### src/rtl/cmp_seq.sv
// ---------------------------------------------------------------------------
// cmp_seq
//   Sequential magnitude comparator. A and B are latched when start is
//   accepted. The comparison then walks CHUNK-bit slices from the MSB end,
//   one slice per cycle, and stops at the first slice that differs. Signed
//   compares invert the sign bit of both operands in the top slice, which
//   turns a two's-complement ordering into a plain unsigned ordering.
//
// Parameters
//   WIDTH       operand width in bits (>= 1)
//   CHUNK       bits compared per cycle (WIDTH % CHUNK == 0)
//
// Ports
//   clk         rising-edge clock
//   reset       synchronous active-high reset
//   start       request a compare (only honoured in IDLE)
//   signed_mode 1 = two's-complement compare, 0 = unsigned
//   a, b        operands, latched on an accepted start
//   busy        high while slices are being compared
//   done        one-cycle pulse, result valid
//   gt, eq, lt  result flags, held until the next accepted start
// ---------------------------------------------------------------------------
module cmp_seq #(
    parameter int WIDTH = 32,
    parameter int CHUNK = 4
) (
    input  logic             clk,
    input  logic             reset,
    input  logic             start,
    input  logic             signed_mode,
    input  logic [WIDTH-1:0] a,
    input  logic [WIDTH-1:0] b,
    output logic             busy,
    output logic             done,
    output logic             gt,
    output logic             eq,
    output logic             lt
);

    localparam int N  = WIDTH / CHUNK;
    localparam int KW = (N > 1) ? $clog2(N) : 1;

    typedef enum logic [1:0] {
        IDLE,
        RUN,
        DONE
    } state_t;

    state_t           state;
    logic [WIDTH-1:0] a_lat;
    logic [WIDTH-1:0] b_lat;
    logic             sign_lat;
    logic [KW-1:0]    k;

    logic [CHUNK-1:0] a_chunk;
    logic [CHUNK-1:0] b_chunk;
    logic             last_chunk;

    // Pick the slice selected by k with a constant-index mux, so every
    // select stays static. Slice 0 is the MSB slice; in signed mode its top
    // bit (the sign bit) is inverted on both sides before the unsigned compare.
    always_comb begin
        a_chunk = '0;
        b_chunk = '0;
        for (int i = 0; i < N; i++) begin
            if (k == KW'(i)) begin
                a_chunk = a_lat[WIDTH-1-i*CHUNK -: CHUNK];
                b_chunk = b_lat[WIDTH-1-i*CHUNK -: CHUNK];
            end
        end
        if (sign_lat && (k == '0)) begin
            a_chunk[CHUNK-1] = ~a_chunk[CHUNK-1];
            b_chunk[CHUNK-1] = ~b_chunk[CHUNK-1];
        end
        last_chunk = (k == KW'(N - 1));
    end

    // Control FSM with registered outputs. busy is asserted on entry to RUN
    // and dropped on the transition to DONE, so it is high only in RUN
    // cycles. Reset wins over everything and silently abandons a compare.
    always_ff @(posedge clk) begin
        if (reset) begin
            state    <= IDLE;
            a_lat    <= '0;
            b_lat    <= '0;
            sign_lat <= 1'b0;
            k        <= '0;
            busy     <= 1'b0;
            done     <= 1'b0;
            gt       <= 1'b0;
            eq       <= 1'b0;
            lt       <= 1'b0;
        end else begin
            case (state)
                IDLE: begin
                    done <= 1'b0;
                    busy <= 1'b0;
                    if (start) begin
                        a_lat    <= a;
                        b_lat    <= b;
                        sign_lat <= signed_mode;
                        k        <= '0;
                        gt       <= 1'b0;
                        eq       <= 1'b0;
                        lt       <= 1'b0;
                        busy     <= 1'b1;
                        state    <= RUN;
                    end
                end
                RUN: begin
                    if (a_chunk > b_chunk) begin
                        gt    <= 1'b1;
                        busy  <= 1'b0;
                        done  <= 1'b1;
                        state <= DONE;
                    end else if (a_chunk < b_chunk) begin
                        lt    <= 1'b1;
                        busy  <= 1'b0;
                        done  <= 1'b1;
                        state <= DONE;
                    end else if (last_chunk) begin
                        eq    <= 1'b1;
                        busy  <= 1'b0;
                        done  <= 1'b1;
                        state <= DONE;
                    end else begin
                        k <= k + 1'b1;
                    end
                end
                DONE: begin
                    done  <= 1'b0;
                    busy  <= 1'b0;
                    state <= IDLE;
                end
                default: begin
                    busy  <= 1'b0;
                    done  <= 1'b0;
                    state <= IDLE;
                end
            endcase
        end
    end

endmodule

### config.mk
export PLATFORM = sky130hd
export DESIGN_NAME = cmp_seq
export DESIGN_NICKNAME = d
export VERILOG_FILES = /design/src/rtl/cmp_seq.sv
export SDC_FILE = /design/constraint.sdc
export NUM_CORES = 1
export LEC_CHECK = 0
export CORE_MARGIN = 2
export CORE_UTILIZATION = 55
export DETAILED_ROUTE_END_ITERATION = 12
export PLACE_DENSITY = 0.85
export RECOVER_POWER = 25
export SKIP_CTS_REPAIR_TIMING = 1
export SLEW_MARGIN = 20
export SYNTH_ARGS = -nofsm -noshare
export SYNTH_HDL_FRONTEND = slang
export SYNTH_SLANG_ARGS = --single-unit
### constraint.sdc
create_clock -name clk -period 8.2 [get_ports clk]
set_clock_uncertainty 0.1 [all_clocks]
set_input_delay 1.64 -clock clk [delete_from_list [all_inputs] [get_ports clk]]
set_output_delay 1.64 -clock clk [all_outputs]
set_load 0.05 [all_outputs]
# == Word level (Yosys, flattened, before mapping) ==
# Cells that the tools add are included.
# word_totals
register_bits,75
word_cells,89
out_inout_bits,5
in_bits,68
# classes
add_sub_neg,1
n_bitwise,3
order_cmp,2
reduce_logical,12
n_mux,45
eq_ne,16
# op_table
op,n
2-to-1 mux 4 bit,16
2-to-1 mux 1 bit,15
"!= test 2 bit, second input constant",7
"equality test 3 bit, second input constant",4
2-to-1 mux 3 bit,4
AND reduction 5 bit,2
2-to-1 mux 2 bit,4
one-hot mux 1 bit (2 select lines),4
"equality test 3 x 2 -> 1 bit, second input constant",2
one-hot mux 3 bit (2 select lines),1
greater-than comparator 4 bit,1
< comparator 4 bit,1
"!= test 4 bit, second input constant",1
one-hot mux 2 bit (2 select lines),1
AND reduction 2 bit,2
AND reduction 4 bit,1
"adder 3 x 1 -> 3 bit, second input constant",1
"equality test 3 x 1 -> 1 bit, second input constant",1
zero test 3 bit,1
NOT 1 bit,3
AND reduction 3 bit,1
nonzero test 3 bit,1
"equality test 2 x 1 -> 1 bit, second input constant",1
zero test 2 bit,1
3 further kinds,3

# == Longest topological paths before layout ==
# Gate-level depths: netlist of run 1.
# logic_depth
depth_word,15
depth_mapped,15

# == Least setup slack after synthesis of run 1 ==
# Ideal clock, no wire load.
# synth_timing
path_type,register to register
from,register k[0]
to,register k[2]
stages_incl_launch_ff,13
arrival_time_ns,2.768
period_less_slack_ns,2.984
required_ns,7.984
setup_slack_ns,5.216
cell_sequence,dfxtp_1 ha_1 ha_1 buf_2 a2111oi_2 o22ai_2 xnor2_1 a22oi_1 ha_1 nand4_2 a311oi_4 nand2_2 a41o_1
# synth_between
elab_chain_cells,14
word_cells_on_any_way,40
cone_classes,add/sub (1); order compare (2); eq/ne (10); mux (22); bitwise (2); reduce/logical (3)
# synth_rtl
item,line_no,source
"start, declared",53,logic [KW-1:0] k;
"start signal, assigned",127,k <= k + 1'b1;
zero test 3 bit,"66, 71",
2-to-1 mux 4 bit (8 in series),66,if (k == KW'(i)) begin
NOT 1 bit (on tied branches),"72, 73",
2-to-1 mux 1 bit,71,if (sign_lat && (k == '0)) begin
< comparator 4 bit or greater-than comparator 4 bit (tied branches),"116, 111",
!= test 2 bit (no line),n/a,
AND reduction 5 bit (no line),n/a,
# Several ways; a longest one is shown, not always the timed one. The select of a mux whose other input is x is not followed.
# A chain may end at the register's enable or synchronous reset.

# == Final worst setup path of run 1 ==
# layout_timing
from,input start
to,register a_lat[1]
# layout_between
elab_chain_cells,1
# layout_rtl
item,line_no,source
"start, declared",29,"input logic start,"
AND reduction 2 bit (no line),n/a,
"end signal, assigned",84,a_lat <= '0;
"end signal, assigned",99,a_lat <= a;
"end, declared",50,logic [WIDTH-1:0] a_lat;
# Every way passes these cells.

==> qor.csv, run 1 <==
stage;metric;value;unit
status;outcome;finished with violations;
status;violations;capacitance limit, slew limit;
placed_design;dp_hpwl;5660;um
logic_synthesis;synth_edf_count;0;
logic_synthesis;synthCells;452;
logic_synthesis;synthFlopType;dfxtp_1;
floorplan;start_util;57.66;%
grt;track_usage;24.24;%
detailed_routing;drt-initial-drc-count;254;
logic_synthesis;yosysWarnings;0;
detailed_routing;vias;3288;
detailed_routing;drt_wl_total;8331;um
setup_path;timing.rr.start;k[2]$_SDFFE_PP0P_;
detailed_routing;ant_nets;0;
floorplan;pin_count;73;
setup_path;reg2reg_depth;11;
pwr;p_comb_share;22.9;%
timing;drv_slew;67;
pwr;seq_power_share;46.9;%
setup_path;cp_cell_sequence;dlygate4sd3_1, and2_0, nand2_1, a21oi_1;
pwr;p_leak;1.577;nW
hold_path;hold_start;b_lat[28]$_SDFFE_PP0P_;
timing;holdWs;0.3577;ns
setup_path;reg2reg_slack;4.45;ns
timing;setup-tns-final;0;ns
grt;grt_max_degree;73;
run;maxCapViolations;1;
timing;setup_violations;0;
logic_synthesis;syn_avg_cell_area;7.687;um^2
timing;post-route-min-period;4.600;ns
floorplan;coreArea;6026;um^2
setup_path;crit_slowest_cell;and2_0;
pwr;power_density;204.0;nW/um^2
placed_design;dp_slack;4.321;ns
clock_network;cts_tree;built;
pwr;p_int;0.6231;mW
timing;slew-limit-headroom;-92.46;%
setup_path;crit_family;simple AND/OR/NAND/NOR gates;
timing;hold_viol;0;
setup_path;arrival;4.78;ns
clock_network;ctsHtreeMaxLevel;3;
hold_path;whs_path_depth;2;
pwr;swShare;29.38;%
logic_synthesis;synth_area;3475;um^2
setup_path;max_stage_delay;2.09;ns
hold_path;worstHoldEndpoint;b_lat[28]$_SDFFE_PP0P_;
grt;grt_antenna_before_repair;0;
pwr;p_switching;0.2593;mW
timing;period_share;56.10;%
timing;finalWorstSetupSlack;3.600;ns
logic_synthesis;synth.distinct_cells;40;
placed_design;portBuffers;72;
setup_path;path_max_fanout;66;
grt;grt-ovfl-total;0;
hold_path;hold_class;flop to flop;
logic_synthesis;async_reset_ff_share;0;%
setup_path;start_kind;input port;
floorplan;die_y;83.48;um
clock_network;clkSinkCount;75;
setup_path;required;8.38;ns
detailed_routing;drc;0;
setup_path;endpoint_kind;flop;
setup_path;crit_buf_inv;1;
placed_design;place.gp.congestion;0.8901;
floorplan;rows;28;
floorplan;die-area;6969;um^2
finish;drive_above_1_share;5.906;%
logic_synthesis;ys_ff_latch;75;
finish;nets;582;
detailed_routing;routedWlPerCell;14.29;um
grt;grt_pass1_wl;14030;um
clock_network;cts_buffers;9;
setup_path;critPathKind;input port to flop;
finish;fill_cells;501;
detailed_routing;viasPerCell;5.640;
clock_network;clock_path_buffers;2;
finish;syn_to_final_growth;24.49;%
clock_network;clk_pin_slew;0.07;ns
logic_synthesis;ys_seq_area_share;43.21;%
logic_synthesis;syn-num-nets;530;
finish;insertedDiodeCount;0;
pwr;clockPowerShare;30.2;%
timing;fmax;217.4;MHz
timing;rsz0062_at_grt;no;
pwr;vdd_drop_max;0.1226;mV
floorplan;fp.dieW;83.48;um
clock_network;cts-root-buf;clkbuf_8;
setup_path;r2r_end;k[2]$_SDFFE_PP0P_;
detailed_routing;first_pass_iters;4;
grt;grt_pass1_vias;3198;
clock_network;clk_latency;0.35;ns
timing;worstMarginPinSlew;2.887;ns
[cell families after synthesis]
family / Yosys count / synth area share [%]
flops: 75 / 43.21
buf+inv: 42 / 5.581
compound gates: 128 / 23.41
xor+xnor: 3 / 0.7563
simple gates: 194 / 23.44
fa+ha+maj: 10 / 3.601
[worst register-to-register path, delay by kind of cell (launching register included)]
family / cells / cell delay, ns
DFF: 1 / 0.68
buffers and inverters: 1 / 0.15
adders and majority gates: 2 / 0.74
and+or+nand+nor: 3 / 0.63
AOI/OAI and AO/OA: 5 / 1.35
[registers in the layout, indices dropped and copies added, names as in the netlist]
register  cells
a_lat        32
b_lat        32
busy          1
done          1
eq            1
gt            1
k             3
lt            1
sign_lat      1
state         2
[cell type report]
type / instances / area, um^2 / share of cell area [%]
clock inverter: 6 / 57.56 / 1.331
multi-input combinational: 335 / 1784 / 41.25
sequential: 75 / 1501 / 34.71
timing repair buffer: 74 / 730.7 / 16.89
clock buffer: 9 / 123.9 / 2.864
tap: 75 / 93.84 / 2.170
inverter: 9 / 33.78 / 0.7810
[power groups by stage]
stage | logic [mW] | clock network, mW | registers, mW
after global placement | 0.192 | 0 | 0.421
after global routing | 0.225 | 0.286 | 0.417
after detailed placement | 0.199 | 0 | 0.421
final | 0.202 | 0.266 | 0.414
after CTS | 0.200 | 0.269 | 0.413
after floorplan | 0.133 | 0 | 0.423
[cell usage in the layout, fill, tap and decap left out, drive strengths merged, types with 2 or more instances in the layout]
cell / Yosys / routed
clkdlybuf4s50: 0 / 70
nand3: 8 / 8
a32oi: 7 / 7
a221o: 4 / 4
a31oi: 2 / 2
buf: 15 / 3
nor3: 3 / 3
o21ai: 16 / 16
a221oi: 11 / 11
xnor2: 3 / 3
a2111oi: 2 / 2
nand2b: 8 / 8
inv: 9 / 9
and2: 2 / 2
nor2: 6 / 6
dfxtp: 75 / 75
nand2: 155 / 155
a21boi: 2 / 2
clkbuf: 18 / 9
a21oi: 77 / 77
nor2b: 8 / 8
clkinv: 0 / 4
ha: 10 / 10
[worst max path at each step]
stage	from	cells past startpoint	to	slack [ns]
global placement	k[1]$_SDFFE_PP0P_	12	k[2]$_SDFFE_PP0P_	4.50
floorplan	k[0]$_SDFFE_PP0P_	12	k[2]$_SDFFE_PP0P_	5.22
global route	start	4	b_lat[31]$_SDFFE_PP0P_	3.05
finish	start	4	a_lat[1]$_SDFFE_PP0P_	3.60
CTS	k[1]$_SDFFE_PP0P_	12	k[2]$_SDFFE_PP0P_	4.30
detailed placement	k[1]$_SDFFE_PP0P_	12	k[2]$_SDFFE_PP0P_	4.32
[through the flow]
stage	power, mW	instance area (um^2)	utilization (%)	cells
CTS	0.8824	4324	71.76	583
floorplan	0.5558	3475	-	452
finish	0.8824	4325	71.78	583
global placement	0.6125	4143	68.75	568
global route	0.9280	4325	71.78	583
detailed placement	0.6199	4143	68.75	568
[synthesized netlist by cell type (2+ instances only)]
cell,n,area share (%)
nand2_1,154,17
a21oi_1,77,11
dfxtp_1,75,43
clkbuf_1,18,1.9
buf_2,11,1.6
a221oi_1,10,2.5
ha_1,10,3.6
o21ai_1,10,1.4
inv_1,8,0.86
nand2b_1,8,1.4
nand3_1,8,1.2
nor2b_1,8,1.4
a32oi_1,7,1.8
nor2_1,5,0.54
o21ai_0,5,0.72
a221o_1,4,1.2
nor3_1,3,0.43
xnor2_1,3,0.76
a2111oi_2,2,0.86
a21boi_1,2,0.43
a31oi_1,2,0.36
and2_1,2,0.36
buf_4,2,0.43
buf_6,2,0.65
[layer usage]
metal  up-vias  routed length [um]  global-route usage (%)
met1      1530                3548                   29.61
met2       106                4133                   42.01
met4         0                 123                   7.771
met3        10                 526                   6.034
li1       1642                   -                       -
met5         -                   0                       0
(Power assumes the default switching activity.)
==> inputs of run 2 (changes only) <==
- CORE_UTILIZATION: 55 -> 51
- PLACE_DENSITY: 0.85 -> 0.8
- clock period: 8.2 -> 4.28 ns (I/O delays scaled with it)
==> run 2 against run 1 <==
Effect of this change: the flow still finishes with violations (capacitance limit, slew limit); combinational power is 89% higher; non-clock buffer count is 1 higher; routed wire length is 0.98% lower; power is 95% higher; clock-buffer cell count is 4 higher; cell count is 1.0% higher; core utilization is 6.7 points lower; first-iteration DRC count is 44% lower; worst hold slack worse by 0.0072 ns; register-to-register slack worse by 3.9 ns; critical path depth is 8 higher.
==> qor.csv, run 2 (synthesis results as in run 1) <==
stage;metric;value;unit
status;outcome;finished with violations;
status;violations;capacitance limit, slew limit;
clock_network;cts_buffers;9;
clock_network;ctsHtreeMaxLevel;3;
run;maxCapViolations;1;
setup_path;crit_slowest_cell;ha_1;
grt;grt_pass1_wl;13570;um
finish;drive_above_1_share;5.501;%
clock_network;clk_latency;0.35;ns
placed_design;dp_hpwl;5872;um
floorplan;start_util;52.00;%
clock_network;clkSinkCount;75;
detailed_routing;routedWlPerCell;14.01;um
pwr;total_power;1.718;mW
placed_design;portBuffers;72;
floorplan;fp.dieW;86.54;um
clock_network;cts-root-buf;clkbuf_8;
clock_network;cts_tree;built;
grt;grt_max_degree;67;
finish;largestRegisters;a_lat: 32 flops, b_lat: 32 flops, k: 3 flops;
setup_path;arrival;3.87;ns
finish;nets;583;
detailed_routing;vias;3236;
setup_path;max_stage_delay;0.60;ns
finish;layout.cells.most_common_list;nand2_1, a21oi_1, dfxtp_1;
grt;grt_antenna_before_repair;0;
hold_path;hold_class;flop to flop;
setup_path;endpoint_kind;flop;
timing;slew-limit-headroom;-18.70;%
timing;period_share;86.94;%
detailed_routing;drt-initial-drc-count;142;
finish;insertedDiodeCount;0;
detailed_routing;drt_wl_total;8249;um
timing;worstMarginPinSlew;1.776;ns
floorplan;die-area;7489;um^2
pwr;p_leak;1.591;nW
placed_design;place.gp.congestion;0.8794;
detailed_routing;first_pass_iters;4;
timing;setup-tns-final;0;ns
setup_path;cp_cell_sequence;inv_1, ha_1, buf_4, a221oi_2, a2111oi_2, nor4b_1, a211o_1, ha_1, nand4_2, a311oi_4, nand2_2, a41o_1;
grt;grt_pass1_vias;3067;
setup_path;critPathKind;flop to flop;
floorplan;die_y;86.54;um
clock_network;clock_path_buffers;2;
setup_path;path_max_fanout;22;
timing;hold_viol;0;
setup_path;reg2reg_slack;0.56;ns
timing;rsz0062_at_grt;no;
timing;fmax;268.8;MHz
detailed_routing;drc;0;
floorplan;coreArea;6681;um^2
grt;grt-ovfl-total;0;
floorplan;rows;30;
setup_path;required;4.43;ns
timing;post-route-min-period;3.721;ns
finish;layout_commonest_cell;nand2_1;
detailed_routing;ant_nets;0;
timing;drv_slew;58;
finish;fill_cells;608;
pwr;vdd_drop_max;0.2066;mV
clock_network;clk_pin_slew;0.07;ns
pwr;power_density;395.0;nW/um^2
floorplan;pin_count;73;
setup_path;start_kind;flop;
finish;syn_to_final_growth;25.17;%
setup_path;crit_top_cell;ha_1;
timing;setup_violations;0;
detailed_routing;viasPerCell;5.494;
grt;track_usage;23.13;%
-- run 2: path summary, 6_finish.rpt --
path	cells after the start	start	to
setup / recovery	12	k[1]$_SDFFE_PP0P_	k[2]$_SDFFE_PP0P_
hold / removal	2	done$_SDFFE_PP0P_	done$_SDFFE_PP0P_
setup reg to reg	12	k[1]$_SDFFE_PP0P_	k[2]$_SDFFE_PP0P_
hold reg to reg	2	done$_SDFFE_PP0P_	done$_SDFFE_PP0P_
-- run 2: cell type report --
type | instances | area [um^2] | area share (%)
Clock inverter | 2 | 35.03 | 0.8055
Timing Repair Buffer | 75 | 738.2 | 16.97
Inverter | 9 | 33.78 | 0.7768
Multi-Input combinational cell | 335 | 1782 | 40.97
Clock buffer | 13 | 158.9 | 3.654
Sequential cell | 75 | 1501 | 34.52
Tap cell | 80 | 100.1 | 2.301
-- run 2: critical path, delay by kind of cell, from the launching register on --
family,cells,cell delay [ns]
AO/OA/AOI/OAI,5,1.40
adder cells (fa/ha/maj),2,0.91
AND/OR/NAND/NOR,3,0.44
buffers and inverters,2,0.41
flip-flops,1,0.35
-- run 2: report_power, final --
group          internal (mW)  switching, mW  leakage (nW)
Combinational          0.172          0.210         0.876
Clock                  0.298          0.245        0.0995
Sequential             0.757         0.0368         0.615
Total                   1.23          0.492          1.59
-- run 2: layer usage --
metal | track usage [%] | vias up | part of all wire [%]
li1 | - | 1645 | -
met1 | 28.13 | 1475 | 44
met2 | 38.25 | 93 | 47
met3 | 6.000 | 23 | 5.8
met4 | 10.80 | 0 | 2.9
met5 | 0 | - | 0
-- run 2: through the flow --
stage          util [%]  cells  area, um^2  setup slack [ns]  hold WS, ns
3_3_place_gp      62.21    574        4156            0.8053       0.3414
3_5_place_dp      62.21    574        4156            0.6214       0.3469
4_1_cts           65.11    589        4350            0.5876       0.3538
6_report          65.09    589        4349            0.5592       0.3505
5_1_grt           65.09    589        4349            0.3369       0.3755
2_1_floorplan         -    452        3475             1.296       0.3312
==> inputs of run 3 (changes only) <==
--- a/constraint.sdc
+++ b/constraint.sdc
@@ -3,3 +3,3 @@
 set_input_delay 0.856 -clock clk [delete_from_list [all_inputs] [get_ports clk]]
 set_output_delay 0.856 -clock clk [all_outputs]
-set_load 0.05 [all_outputs]
+set_load 0.005 [all_outputs]
==> run 3 against run 2 <==
Effect of this change: die area unchanged; non-clock buffer count stayed put; sequential share of layout area stayed put; critical path type unchanged; the flow still finishes with violations (capacitance limit, slew limit); core utilization is the same; clock power about the same; critical endpoint unchanged.
==> qor.csv, run 3 (synthesis results as in run 1) <==
stage;metric;value;unit
status;outcome;finished with violations;
status;violations;capacitance limit, slew limit;
placed_design;dp_hpwl;5872;um
pwr;vdd_drop_max;0.2060;mV
clock_network;cts-root-buf;clkbuf_8;
finish;layout_commonest_cell;nand2_1;
timing;period_share;87.03;%
finish;fin_util;65.09;%
grt;grt_max_degree;67;
pwr;p_switching;0.4764;mW
finish;largestRegisters;a_lat: 32 flops, b_lat: 32 flops, k: 3 flops;
timing;setup_violations;0;
detailed_routing;vias;3236;
timing;rsz0062_at_grt;no;
setup_path;critPathKind;flop to flop;
finish;nets;583;
floorplan;pin_count;73;
floorplan;coreArea;6681;um^2
grt;grt_pass1_wl;13570;um
floorplan;die_y;86.54;um
timing;fmax;268.5;MHz
setup_path;max_stage_delay;0.66;ns
clock_network;ctsHtreeMaxLevel;3;
detailed_routing;drc;0;
detailed_routing;ant_nets;0;
pwr;p_comb_share;21.5;%
floorplan;fp.dieW;86.54;um
finish;syn_to_final_growth;25.17;%
pwr;swShare;28.01;%
setup_path;crit_slowest_cell;dfxtp_1;
setup_path;crit_top_cell;ha_1;
pwr;power_density;391.1;nW/um^2
floorplan;rows;30;
timing;post-route-min-period;3.725;ns
timing;hold_viol;0;
grt;grt-ovfl-total;0;
grt;grt_antenna_before_repair;0;
floorplan;start_util;52.00;%
finish;insertedDiodeCount;0;
pwr;clockPowerShare;31.9;%
floorplan;die-area;7489;um^2
timing;slew-limit-headroom;-18.84;%
setup_path;arrival;3.87;ns
pwr;p_leak;1.606;nW
detailed_routing;viasPerCell;5.494;
clock_network;cts_tree;built;
timing;drv_slew;58;
detailed_routing;first_pass_iters;4;
clock_network;clk_latency;0.35;ns
detailed_routing;drt_wl_total;8255;um
grt;grt_pass1_vias;3067;
pwr;seq_power_share;46.7;%
clock_network;clkSinkCount;75;
timing;worstMarginPinSlew;1.778;ns
timing;setup-tns-final;0;ns
setup_path;required;4.43;ns
finish;layout.cells.most_common_list;nand2_1, a21oi_1, dfxtp_1;
clock_network;clock_path_buffers;2;
setup_path;start_kind;flop;
hold_path;hold_class;flop to flop;
finish;drive_above_1_share;5.501;%
setup_path;cp_cell_sequence;inv_2, ha_1, nand2_1, a221oi_2, a2111oi_2, nor4b_1, a211o_1, ha_1, nand4_2, a311oi_4, nand2_2, a41o_1;
setup_path;path_max_fanout;14;
detailed_routing;routedWlPerCell;14.02;um
pwr;total_power;1.701;mW
clock_network;cts_buffers;9;
placed_design;place.gp.congestion;0.8794;
detailed_routing;drt-initial-drc-count;141;
grt;track_usage;23.13;%
placed_design;portBuffers;72;
run;maxCapViolations;1;
clock_network;clk_pin_slew;0.07;ns
pwr;p_int;1.224;mW
setup_path;endpoint_kind;flop;
==> run 3: cell count changes in the layout (fill, tap and decap cells not counted) <==
cell,delta
clkdlybuf4s50_1,-5
dlygate4sd3_1,+5
==> run 3: layer usage <==
metal	vias up	global-route usage, %	routed length (um)
li1	1645	-	-
met1	1478	28.13	3665
met2	92	38.25	3906
met3	21	6.000	461
met4	0	10.80	222
met5	-	0	0
==> run 3: power by group through the flow <==
| stage | Clock [mW] | Sequential, mW | Combinational [mW] |
|---|---|---|---|
| 2_1_floorplan | 0 | 0.795 | 0.255 |
| 3_3_place_gp | 0 | 0.808 | 0.355 |
| 3_5_place_dp | 0 | 0.809 | 0.366 |
| 4_1_cts | 0.551 | 0.793 | 0.368 |
| 5_1_grt | 0.575 | 0.799 | 0.410 |
| 6_report | 0.542 | 0.793 | 0.365 |
==> run 3: path summary, 6_finish.rpt <==
kind,start,endpoint,slack [ns],cells after the start
hold / removal,done$_SDFFE_PP0P_,done$_SDFFE_PP0P_,0.35,2
setup reg to reg,k[2]$_SDFFE_PP0P_,k[2]$_SDFFE_PP0P_,0.56,12
hold reg to reg,done$_SDFFE_PP0P_,done$_SDFFE_PP0P_,0.35,2
setup / recovery,k[2]$_SDFFE_PP0P_,k[2]$_SDFFE_PP0P_,0.56,12
==> run 3: layout make-up <==
class | instances | area, um^2
clock inverter | 2 | 35.03
clock buffer | 13 | 158.9
fill | 608 | 2332
inverter | 9 | 33.78
timing repair buffer | 75 | 738.2
sequential | 75 | 1501
tap | 80 | 100.1
multi-input combinational | 335 | 1782
==> run 3: worst max-delay path, delay by kind of cell, from the launching register on <==
kind | cells | cell delay, ns
fa+ha+maj | 2 | 0.68
compound gates | 5 | 1.42
simple gates | 4 | 0.61
buf+inv | 1 | 0.14
flops | 1 | 0.66
==> run 3: per-stage QoR <==
stage               instance area, um^2  worst slack [ns]  hold slack [ns]  std cells
global route                       4349            0.3369           0.3755        589
CTS                                4350            0.5876           0.3538        589
global placement                   4156            0.8053           0.3414        574
detailed placement                 4156            0.6214           0.3469        574
finish                             4349            0.5552           0.3473        589
floorplan                          3475             1.296           0.3312        452
